`config.mk`:
```
export PLATFORM = sky130hd
export DESIGN_NAME = cnt_en_gen
export DESIGN_NICKNAME = d
export VERILOG_FILES = /design/src/rtl/cnt_en_gen_pkg.sv /design/src/rtl/cnt_en_presc.sv /design/src/rtl/cnt_en_gen.sv
export SDC_FILE = /design/constraint.sdc
export NUM_CORES = 1
export LEC_CHECK = 0
export ABC_AREA = 1
export BUFFER_PORTS_ARGS = -buffer_cell sky130_fd_sc_hd__buf_2
export CAP_MARGIN = 20
export CORE_MARGIN = 8
export CORE_UTILIZATION = 56
export CTS_CLUSTER_SIZE = 30
export DETAILED_ROUTE_END_ITERATION = 8
export PLACE_DENSITY = 0.76
export SLEW_MARGIN = 20
export SYNTH_ARGS = -nofsm -noshare
export SYNTH_HDL_FRONTEND = slang
export SYNTH_SLANG_ARGS = --single-unit
```
`constraint.sdc`:
```
create_clock -name clk -period 2.8 [get_ports clk]
set_input_delay 0.56 -clock clk [delete_from_list [all_inputs] [get_ports clk]]
set_output_delay 0.56 -clock clk [all_outputs]
set_load 0.005 [all_outputs]
```
`src/rtl/cnt_en_gen_pkg.sv`:
```
// Shared constants and state encoding for the cnt_en_gen enable-pulse generator.
package cnt_en_gen_pkg;

  localparam int DEF_DIV_WIDTH   = 8;
  localparam int DEF_BURST_WIDTH = 7;

  localparam logic [1:0] IDLE = 2'd0;
  localparam logic [1:0] RUN  = 2'd1;
  localparam logic [1:0] DONE = 2'd2;

  typedef enum logic [1:0] {
    ST_IDLE = IDLE,
    ST_RUN  = RUN,
    ST_DONE = DONE
  } state_e;

endpackage

```
`src/rtl/cnt_en_presc.sv`:
```
// Period prescaler: counts 0..div and flags terminal count; clr restarts the
// count from zero in the same cycle so the start cycle itself is count 0.
module cnt_en_presc
  import cnt_en_gen_pkg::*;
#(
  parameter int DIV_WIDTH = DEF_DIV_WIDTH
) (
  input  logic                 clk,
  input  logic                 rst,
  input  logic                 clr,
  input  logic                 en,
  input  logic [DIV_WIDTH-1:0] div,
  output logic                 tc
);

  logic [DIV_WIDTH-1:0] cnt_q;
  logic [DIV_WIDTH-1:0] cnt_cur;

  assign cnt_cur = clr ? '0 : cnt_q;
  assign tc      = (cnt_cur == div);

  // NOTE: sequential state uses <= so every register samples pre-edge values;
  // a blocking = here would let later statements see the updated count.
  always_ff @(posedge clk) begin
    if (rst) begin
      cnt_q <= '0;
    end else if (clr || en) begin
      cnt_q <= tc ? '0 : DIV_WIDTH'(cnt_cur + 1'b1);
    end
  end

endmodule

```
`src/rtl/cnt_en_gen.sv`:
```
// Enable-pulse generator: after start, one en_o pulse every div+1 cycles,
// for burst pulses (or until stop when burst is zero).
module cnt_en_gen
  import cnt_en_gen_pkg::*;
#(
  parameter int DIV_WIDTH   = DEF_DIV_WIDTH,
  parameter int BURST_WIDTH = DEF_BURST_WIDTH
) (
  input  logic                   clk,
  input  logic                   rst,
  input  logic                   start_i,
  input  logic                   stop_i,
  input  logic [DIV_WIDTH-1:0]   div_i,
  input  logic [BURST_WIDTH-1:0] burst_i,
  output logic                   en_o,
  output logic                   busy_o,
  output logic                   done_o,
  output logic [BURST_WIDTH-1:0] pulse_cnt_o
);

  state_e                 state_q, state_d;
  logic [DIV_WIDTH-1:0]   div_q;
  logic [BURST_WIDTH-1:0] burst_q;
  logic [BURST_WIDTH-1:0] pulse_cnt_d;
  logic                   start_acc;
  logic                   issue;
  logic                   last_pulse;
  logic                   tc;
  logic [DIV_WIDTH-1:0]   presc_div;

  // On the start cycle the prescaler must compare against the incoming
  // div_i, since div_q has not been loaded yet.
  assign presc_div = start_acc ? div_i : div_q;

  cnt_en_presc #(
    .DIV_WIDTH(DIV_WIDTH)
  ) u_presc (
    .clk (clk),
    .rst (rst),
    .clr (start_acc),
    .en  (state_q == ST_RUN),
    .div (presc_div),
    .tc  (tc)
  );

  // The pulse currently on en_o is the final one of a finite burst.
  assign last_pulse = en_o && (burst_q != '0) && (pulse_cnt_o == burst_q);

  // NOTE: every output of this block gets a default first, so no path
  // through the case leaves a signal unassigned and infers a latch.
  always_comb begin
    state_d   = state_q;
    start_acc = 1'b0;
    unique case (state_q)
      ST_IDLE: begin
        if (start_i && !stop_i) begin
          start_acc = 1'b1;
          state_d   = ST_RUN;
        end
      end
      ST_RUN: begin
        if (stop_i) begin
          state_d = ST_IDLE;
        end else if (last_pulse) begin
          state_d = ST_DONE;
        end
      end
      ST_DONE: state_d = ST_IDLE;
      default: state_d = ST_IDLE;
    endcase

    issue       = (state_d == ST_RUN) && tc;
    pulse_cnt_d = (start_acc ? '0 : pulse_cnt_o) + BURST_WIDTH'(issue);
  end

  always_ff @(posedge clk) begin
    if (rst) begin
      state_q     <= ST_IDLE;
      div_q       <= '0;
      burst_q     <= '0;
      en_o        <= 1'b0;
      busy_o      <= 1'b0;
      done_o      <= 1'b0;
      pulse_cnt_o <= '0;
    end else begin
      state_q     <= state_d;
      en_o        <= issue;
      busy_o      <= (state_d == ST_RUN);
      done_o      <= (state_d == ST_DONE);
      pulse_cnt_o <= pulse_cnt_d;
      if (start_acc) begin
        div_q   <= div_i;
        burst_q <= burst_i;
      end
    end
  end

endmodule
```
### After elaboration in Yosys (flattened, before gate mapping)

Index checks and enable logic that the tools add are counted.

* register bits: 35
* input bits: 19
* logic and storage cells: 33

* $add $sub $neg: 2
* eq/ne operators: 5
* mux-type cells: 10
* reduce and logical (&&, ||, !) cells: 8

Operators with widths (number)
* two-way mux 8 bit: 3
* adder 8 x 1 -> 8 bit (second input constant): 1
* equality test 8 bit: 1
* adder 7 x 1 -> 7 bit: 1
* equality test 7 bit: 1
* two-way mux 7 bit: 1
* nonzero test 7 bit: 1
* two-way mux 2 bit: 3
* equality test 2 x 1 -> 1 bit (second input constant): 2
* logical AND 1 bit: 4
* one-hot mux 2 bit (2 select lines): 1
* equality test 2 bit (second input constant): 1
* logical NOT 2 bit: 1
* two-way mux 1 bit: 2
* logical NOT 1 bit: 1
* logical OR 1 bit: 1

### Logic depth before layout (Yosys ltp)

Gate-level depths: netlist of the first run.

* word-level depth: 9
* depth in mapped cells: 18

### Modules after synthesis

Synthesis of the first run repeated with hierarchy kept, for this count alone.

* cell total of the unflattened synthesis: 302
* area total of the unflattened synthesis: 1975.6 um^2

Modules (own cells, without submodules)
* cnt_en_gen: instances 1, cells each 178, area each 1311.3 um^2, sequential area each 540.5 um^2
* cnt_en_presc: instances 1, cells each 124, area each 664.4 um^2, sequential area each 160.2 um^2

### Worst setup path after synthesis of the first run

Ideal clock, no wire load.

* kind: input to register
* start: in start_i
* end: reg pulse_cnt_o[6]
* library setup time: 0.128 ns
* data arrival time: 2.487 ns
* data required time: 2.672 ns
* setup slack: 0.185 ns
* stages: 18
* path buffers: 1
* cells stage by stage: inv_1 nor2_2 nand2_4 buf_6 nand2_2 nand3_1 nand2_1 nand2_1 nor2_2 nand2_4 nor2_1 ha_1 ha_1 inv_1 nor2_1 nand4_1 xor2_1 nor2_1

* longest elaborated chain between the ends: 7
* elaborated cells on any way between the ends: 12

RTL lines
* start: declaration: RTL line cnt_en_gen.sv:11 `input logic start_i,`
* logical AND 1 bit (*): RTL line cnt_en_gen.sv:56 `if (start_i && !stop_i) begin`
* two-way mux 1 bit: RTL line cnt_en_gen.sv:56
* two-way mux 1 bit: RTL line cnt_en_gen.sv:54 `unique case (state_q)`
* two-way mux 8 bit (on tied branches)
* equality test 8 bit: RTL line cnt_en_presc.sv:20 `assign tc = (cnt_cur == div);`
* logical AND 1 bit (*): RTL line cnt_en_gen.sv:72 `issue = (state_d == ST_RUN) && tc;`
* via issue: RTL line cnt_en_gen.sv:26 `logic issue;`
* adder 7 x 1 -> 7 bit (*): RTL line cnt_en_gen.sv:73 `pulse_cnt_d = (start_acc ? '0 : pulse_cnt_o) + BURST_WIDTH'(issue);`
* end signal: assignment: RTL line cnt_en_gen.sv:90 `pulse_cnt_o <= pulse_cnt_d;`
* end: declaration: RTL line cnt_en_gen.sv:18 `output logic [BURST_WIDTH-1:0] pulse_cnt_o`

Mark *: on every way through the listed nets, which the timed path passes. The rest lies on a longest branch.
A chain may end at the register's enable or synchronous reset.

### Worst setup path after layout of the first run

* start: reg state_q[0]
* end: reg pulse_cnt_o[6]

* longest elaborated chain between the ends: 6
* elaborated cells on any way between the ends: 14

RTL lines
* start: declaration: RTL line cnt_en_gen.sv:21 `state_e state_q, state_d;`
* start signal: assignment: RTL line cnt_en_gen.sv:86 `state_q <= state_d;`
* logical NOT 2 bit / two-way mux 2 bit (equally long branches): RTL line cnt_en_gen.sv:54, cnt_en_gen.sv:64
* two-way mux 1 bit / two-way mux 2 bit (equally long branches): RTL line cnt_en_gen.sv:54, cnt_en_gen.sv:62
* two-way mux 8 bit, or another cell as far along: RTL line cnt_en_presc.sv:19 `assign cnt_cur = clr ? '0 : cnt_q;`
* equality test 8 bit / equality test 2 x 1 -> 1 bit (equally long branches): RTL line cnt_en_presc.sv:20, cnt_en_gen.sv:72
* logical AND 1 bit (*): RTL line cnt_en_gen.sv:72
* via issue: RTL line cnt_en_gen.sv:26
* adder 7 x 1 -> 7 bit (*): RTL line cnt_en_gen.sv:73

Marked as above.

==> results of run 1 <==
==> kinds of logic after synthesis <==
family	after synthesis	synth area share, %
AO/OA/AOI/OAI	37	10.3
XOR/XNOR	6	2.86
adder cells (fa/ha/maj)	3	2.04
buffers and inverters	38	8.44
flip-flops	35	38.1
AND/OR/NAND/NOR	153	38.3
==> stage by stage <==
| step | std cells | hold slack, ns |
|---|---|---|
| 6_report | 356 | 0.447 |
| 5_1_grt | 356 | 0.451 |
| 4_1_cts | 356 | 0.435 |
| 3_5_place_dp | 348 | 0.480 |
| 3_3_place_gp | 348 | 0.470 |
| 2_1_floorplan | 272 | 0.458 |
==> layer usage <==
metal  up-vias  GRT usage, %  part of all wire, %  wire, µm
met3         7          5.59                  6.1       270
li1        966             -                    -         -
met4         0          6.21                  1.4        62
met5         -             0                    0         0
met1       821          24.7                   49      2170
met2        46          24.8                   43      1910
==> synth_stat cells <==
| master | count |
|---|---|
| a21oi_1 | 24 |
| buf_2 | 1 |
| buf_4 | 1 |
| buf_6 | 1 |
| clkbuf_1 | 4 |
| dfxtp_1 | 35 |
| ha_1 | 3 |
| inv_1 | 31 |
| nand2_1 | 54 |
| nand2_2 | 9 |
| nand2_4 | 2 |
| nand3_1 | 42 |
| nand4_1 | 6 |
| nor2_1 | 27 |
| nor2_2 | 4 |
| nor3_1 | 7 |
| nor4_1 | 1 |
| o21a_1 | 1 |
| o21ai_0 | 11 |
| o22ai_1 | 1 |
| or2_2 | 1 |
| xnor2_1 | 1 |
| xor2_1 | 5 |
==> sequential cells by signal, indices dropped and copies added (netlist names) <==
signal         count
burst_q            7
done_o             1
u_presc.cnt_q      8
busy_o             1
div_q              8
state_q            2
pulse_cnt_o        7
en_o               1
==> area by class of cell <==
class	count	area share (%)
clock buffer	5	1.77
clock inverter	3	0.943
inverter	31	5.48
multi-input combinational	199	46.3
sequential	35	33.0
tap	46	2.71
timing repair buffer	37	9.79
==> how the worst max path moves through the flow <==
stage / startpoint / endpoint / slack (ns) / cells past startpoint
after floorplan: start_i / pulse_cnt_o[6]$_SDFF_PP0_ / 0.18 / 18
after global placement: stop_i / pulse_cnt_o[6]$_SDFF_PP0_ / 0.11 / 18
after detailed placement: stop_i / pulse_cnt_o[6]$_SDFF_PP0_ / 0.02 / 18
after CTS: state_q[0]$_SDFF_PP0_ / pulse_cnt_o[6]$_SDFF_PP0_ / 0.38 / 17
after global routing: state_q[0]$_SDFF_PP0_ / pulse_cnt_o[4]$_SDFF_PP0_ / 0.18 / 17
final: state_q[0]$_SDFF_PP0_ / pulse_cnt_o[6]$_SDFF_PP0_ / 0.36 / 17
==> worst register-to-register path, cell delays in order, from the launching register on <==
cell     delay, ns
dfxtp_1       0.34
nor2_2        0.17
nand2_4       0.12
buf_4         0.19
nand2_1       0.11
nand3_1       0.08
nand2_1       0.06
nand2_1       0.06
nor2_2        0.12
nand2_4       0.06
nor2_1        0.11
ha_1          0.20
ha_1          0.18
inv_1         0.04
nor2_1        0.18
nand4_1       0.12
xor2_1        0.14
nor2_1        0.05
==> layout by cell type, fill, tap and decap left out <==
cell type   count
o21ai_0        11
nand2_1        54
clkbuf_4        5
inv_1          31
clkinvlp_4      2
buf_4           9
nand2_4         2
o21a_1          1
xnor2_1         1
nor2_2          4
nand2_2         9
nor3_1          7
ha_1            3
clkinv_2        1
nand4_1         6
xor2_1          5
a21oi_1        24
nor4_1          1
o22ai_1         1
nor2_1         27
buf_2          28
dfxtp_1        35
nand3_1        42
or2_2           1
==> power by group <==
group | internal [mW] | total, mW | leakage, nW | switching [mW]
registers | 0.516 | 0.531 | 0.285 | 0.0156
clock network | 0.0958 | 0.278 | 0.0272 | 0.182
logic | 0.0644 | 0.162 | 0.665 | 0.0974
total | 0.676 | 0.971 | 0.976 | 0.295
==> results.json, run 1 <==
{
  "post-route-util_pct": 65.7,
  "viasPerCell": 5.17,
  "grt_max_degree": 24,
  "initial_core_util_pct": 56.9,
  "hold_buffers": 0,
  "synth_top_area_share_pct": 38.1,
  "timing_hold_violations_final": 0,
  "grt_pass1_wl_um": 7440,
  "die_w_um": 73.3,
  "die_y_um": 73.3,
  "arrival_ns": 2.69,
  "avgSynthCellArea_um2": 6.76,
  "hold_start": "burst_i[5]",
  "firstDrtPassIters": 4,
  "worstPathCellList": "nor2_2 -> nand2_4 -> buf_4 -> nand2_1 -> nand3_1 -> nand2_1 -> nand2_1 -> nor2_2 -> nand2_4 -> nor2_1 -> ha_1 -> ha_1 -> inv_1 -> nor2_1 -> nand4_1 -> xor2_1 -> nor2_1",
  "globalplace.congestion": 0.943,
  "worstSetupStartpointType": "flip-flop",
  "worstHoldPathType": "in -> reg",
  "r2r_setup_slack_ns": 0.36,
  "r2r_cells": 17,
  "layout-drive-gt1-share_pct": 19.7,
  "max_stage_delay_ns": 0.34,
  "gr-total-overflow": 0,
  "postCtsSetupRepairBufs": 0,
  "worst_r2r_endpoint": "pulse_cnt_o[6]$_SDFF_PP0_",
  "vias": 1840,
  "drtAntennaViolNets": 0,
  "crit_fanout": 11,
  "ioPinCount": 29,
  "mappedNetlistArea_mm2": 0.00184,
  "cts_buffers": 5,
  "cts_tree": "yes",
  "r2r_start": "state_q[0]$_SDFF_PP0_",
  "synth_area_leaders": "dfxtp_1 (38%), nand3_1 (11%), nand2_1 (11%), a21oi_1 (6.5%), inv_1 (6.3%)",
  "end_kind": "flip-flop",
  "finalPower_mw": 0.971,
  "critPathSlowestCell": "dfxtp_1",
  "setup_viol": 0,
  "dp_hpwl_um": 3270,
  "critical_path.top_delay_family": "simple AND/OR/NAND/NOR gates",
  "setup_tns_ns": 0,
  "setup_slack_ns": 0.357,
  "rsz0062_at_grt": "no",
  "power_density_mw_per_mm2": 457,
  "cp.required_ns": 3.04,
  "cts_sinks": 35,
  "cts_resized": 0,
  "yosys.area.top_type": "dfxtp_1",
  "ys_types": 23,
  "antenna_found_initial": 0,
  "skew_ns": 0.0157,
  "design.die.area_mm2": 0.00537,
  "wl_um": 4410,
  "placed_cell_area_mm2": 0.00206,
  "timing.fmax_mhz": 409,
  "worst-path-buf-inv": 2,
  "row_count": 21,
  "nFillCells": 321,
  "grt_pass1_vias": 1596,
  "multi_input_area_um2": 982,
  "ir_worst_vdd_uv": 311,
  "fin_crit_sh_pct": 87.2,
  "areaGrowthSynthToFinish_pct": 15.5,
  "ys_ff_latch": 35,
  "ys_seq_area_share_pct": 38.1,
  "clkTransAtPathRegs_ns": 0.12,
  "hold-path-endpoint": "burst_q[5]$_SDFFE_PP0P_",
  "outcome": "finished, final reports clean",
  "synth_nets": 294,
  "routedWlPerCell_um": 12.4,
  "finalInstanceArea_mm2": 0.00212,
  "drt_iter0_markers": 170,
  "drc_errors": 0,
  "cts_buffer_depth": 2,
  "postSynthCellCount": 272,
  "antenna_cells": 0,
  "maxSlewHeadroom_pct": 69.0,
  "gr-usage-all-layers_pct": 17.8,
  "io_buffers": 28,
  "tightest_slew_ns": 0.466,
  "drv_cap": 0,
  "finalNetCount": 331,
  "leakage_nw": 0.976,
  "core_area_mm2": 0.00323,
  "maxSlewViolCount": 0,
  "cts_root_buf": "clkbuf_4",
  "post-place-ws_ns": 0.0152,
  "hold_depth": 3,
  "period_needed_ns": 2.44,
  "register_area_um2": 701,
  "clk-insertion-delay-late_ns": 0.35,
  "criticalPathCategory": "reg -> reg",
  "yosysWarnings": 0,
  "cts_htree_levels": 2
}
No activity file was read; power rests on OpenSTA's default activity.
==> inputs of run 2 (changes only) <==
==> constraint.sdc (replaced) <==
create_clock -name clk -period 2.8 [get_ports clk]
set_input_delay 0.14 -clock clk [delete_from_list [all_inputs] [get_ports clk]]
set_output_delay 0.14 -clock clk [all_outputs]
set_load 0.005 [all_outputs]
==> run 2 against run 1 <==
  * Power grew 10%
  * Worst setup slack worse by 0.039 ns
  * Sequential cell count unchanged
  * Sequential share of layout area shrank 0.078 points
  * Largest power group unchanged
  * Largest cell class unchanged
  * Die area did not move
==> results.json, run 2 (synthesis gave the netlist of run 1 again) <==
{
  "outcome": "finished, final reports clean",
  "mostFrequentLayoutCells": "nand2_1 (54), nand3_1 (42), dfxtp_1 (35), inv_1 (31), buf_2 (28)",
  "gr-usage-all-layers_pct": 17.9,
  "grt_pass1_vias": 1759,
  "arrival_ns": 2.71,
  "final_common_cell": "nand2_1",
  "maxSlewViolCount": 0,
  "antenna_found_initial": 0,
  "ioPinCount": 29,
  "vias": 1841,
  "maxSlewHeadroom_pct": 70.4,
  "drt_iter0_markers": 178,
  "dp_hpwl_um": 3110,
  "end_kind": "flip-flop",
  "timing.fmax_mhz": 403,
  "nFillCells": 312,
  "grt_pass1_wl_um": 7580,
  "period_needed_ns": 2.48,
  "criticalPathCategory": "reg -> reg",
  "grt_max_degree": 38,
  "worstSetupStartpointType": "flip-flop",
  "cts_root_buf": "clkbuf_4",
  "hold_buffers": 0,
  "row_count": 21,
  "leakage_nw": 0.978,
  "wl_um": 4270,
  "drc_errors": 0,
  "routedWlPerCell_um": 12.2,
  "drv_cap": 0,
  "rsz0062_at_grt": "no",
  "timing_hold_violations_final": 0,
  "antenna_cells": 0,
  "reg_top3": "div_q: 8 flops, u_presc.cnt_q: 8 flops",
  "setup_tns_ns": 0,
  "initial_core_util_pct": 56.9,
  "design.die.area_mm2": 0.00537,
  "cp.required_ns": 3.03,
  "areaGrowthSynthToFinish_pct": 15.7,
  "core_area_mm2": 0.00323,
  "layout-drive-gt1-share_pct": 18.4,
  "skew_ns": 0.0116,
  "power_density_mw_per_mm2": 502,
  "firstDrtPassIters": 5,
  "cts_htree_levels": 2,
  "cts_buffer_depth": 2,
  "finalInstanceArea_mm2": 0.00213,
  "drtAntennaViolNets": 0,
  "finalPower_mw": 1.07,
  "worst_hold_slack_ns": 0.0427,
  "io_buffers": 28,
  "fin_crit_sh_pct": 88.6,
  "gr-total-overflow": 0,
  "worstHoldPathType": "in -> reg",
  "register_area_um2": 701,
  "die_y_um": 73.3,
  "finalNetCount": 326,
  "die_w_um": 73.3,
  "crit_fanout": 37,
  "cts_sinks": 35,
  "tightest_slew_ns": 0.444,
  "cts_tree": "yes",
  "multi_input_area_um2": 996,
  "clkTransAtPathRegs_ns": 0.11,
  "cts_buffers": 5,
  "ir_worst_vdd_uv": 294,
  "setup_viol": 0,
  "viasPerCell": 5.25,
  "globalplace.congestion": 0.874,
  "placed_cell_area_mm2": 0.00203,
  "clk-insertion-delay-late_ns": 0.35
}
[run 2: cell types whose count changed in the layout (fill, tap and decap cells not counted)]
cell / delta
clkinvlp_4: -2
nor2_4: +1
nand2_4: -1
clkbuf_8: +1
buf_4: -5
nor2_2: -1
bufinv_16: +1
nand2_8: +1
[run 2: cell type report]
| type | instances | area share, % |
|---|---|---|
| Inverter | 31 | 5.47 |
| Timing Repair Buffer | 32 | 8.00 |
| Multi-Input combinational cell | 199 | 46.8 |
| Tap cell | 46 | 2.71 |
| Clock buffer | 6 | 2.41 |
| Sequential cell | 35 | 32.9 |
| Clock inverter | 2 | 1.65 |
[run 2: final timing paths]
| path | start | to | slack [ns] | depth (start not counted) |
|---|---|---|---|---|
| min | burst_i[5] | burst_q[5]$_SDFFE_PP0P_ | 0.04 | 3 |
| max reg2reg | state_q[0]$_SDFF_PP0_ | pulse_cnt_o[6]$_SDFF_PP0_ | 0.32 | 16 |
| max | state_q[0]$_SDFF_PP0_ | pulse_cnt_o[6]$_SDFF_PP0_ | 0.32 | 16 |
| min reg2reg | div_q[4]$_SDFF_PP0_ | div_q[4]$_SDFF_PP0_ | 0.49 | 2 |
[run 2: routing by layer]
| layer | up-vias | GRT usage, % | wire, µm |
|---|---|---|---|
| li1 | 960 | - | - |
| met1 | 817 | 22.6 | 2040 |
| met2 | 58 | 27.2 | 1860 |
| met3 | 6 | 5.87 | 315 |
| met4 | 0 | 7.10 | 59 |
| met5 | - | 0 | 0 |
[run 2: stage by stage]
stage | instances | utilization (%) | setup slack [ns]
finish | 351 | 65.8 | 0.318
global route | 351 | 65.8 | 0.0523
CTS | 351 | 65.4 | 0.221
detailed placement | 343 | 62.7 | 0.227
global placement | 343 | 62.7 | 0.315
floorplan | 272 | - | 0.439
[run 2: what timing repair did]
item | in CTS | in global routing
endpoints found under the setup margin | 0 | 2
buffers inserted | 0 | 0
resized for setup | 0 | 2
hold endpoints to repair | 0 | 0
[run 2: critical path: stages, from the launching register on]
cell and delay [ns]:
dfxtp_1 0.35, nor2_4 0.17, nand2_8 0.18, nand2_1 0.17
nand3_1 0.08, nand2_1 0.07, nand2_1 0.07, nor2_2 0.15
nand2_4 0.11, nor2_1 0.12, ha_1 0.20, ha_1 0.18
inv_1 0.04, nor2_1 0.17, nand4_1 0.12, xor2_1 0.15
nor2_1 0.06
[run 2: where the power goes]
| group | internal, mW | switching (mW) |
|---|---|---|
| Sequential | 0.516 | 0.0152 |
| Combinational | 0.0582 | 0.0950 |
| Clock | 0.211 | 0.173 |
| Total | 0.785 | 0.283 |
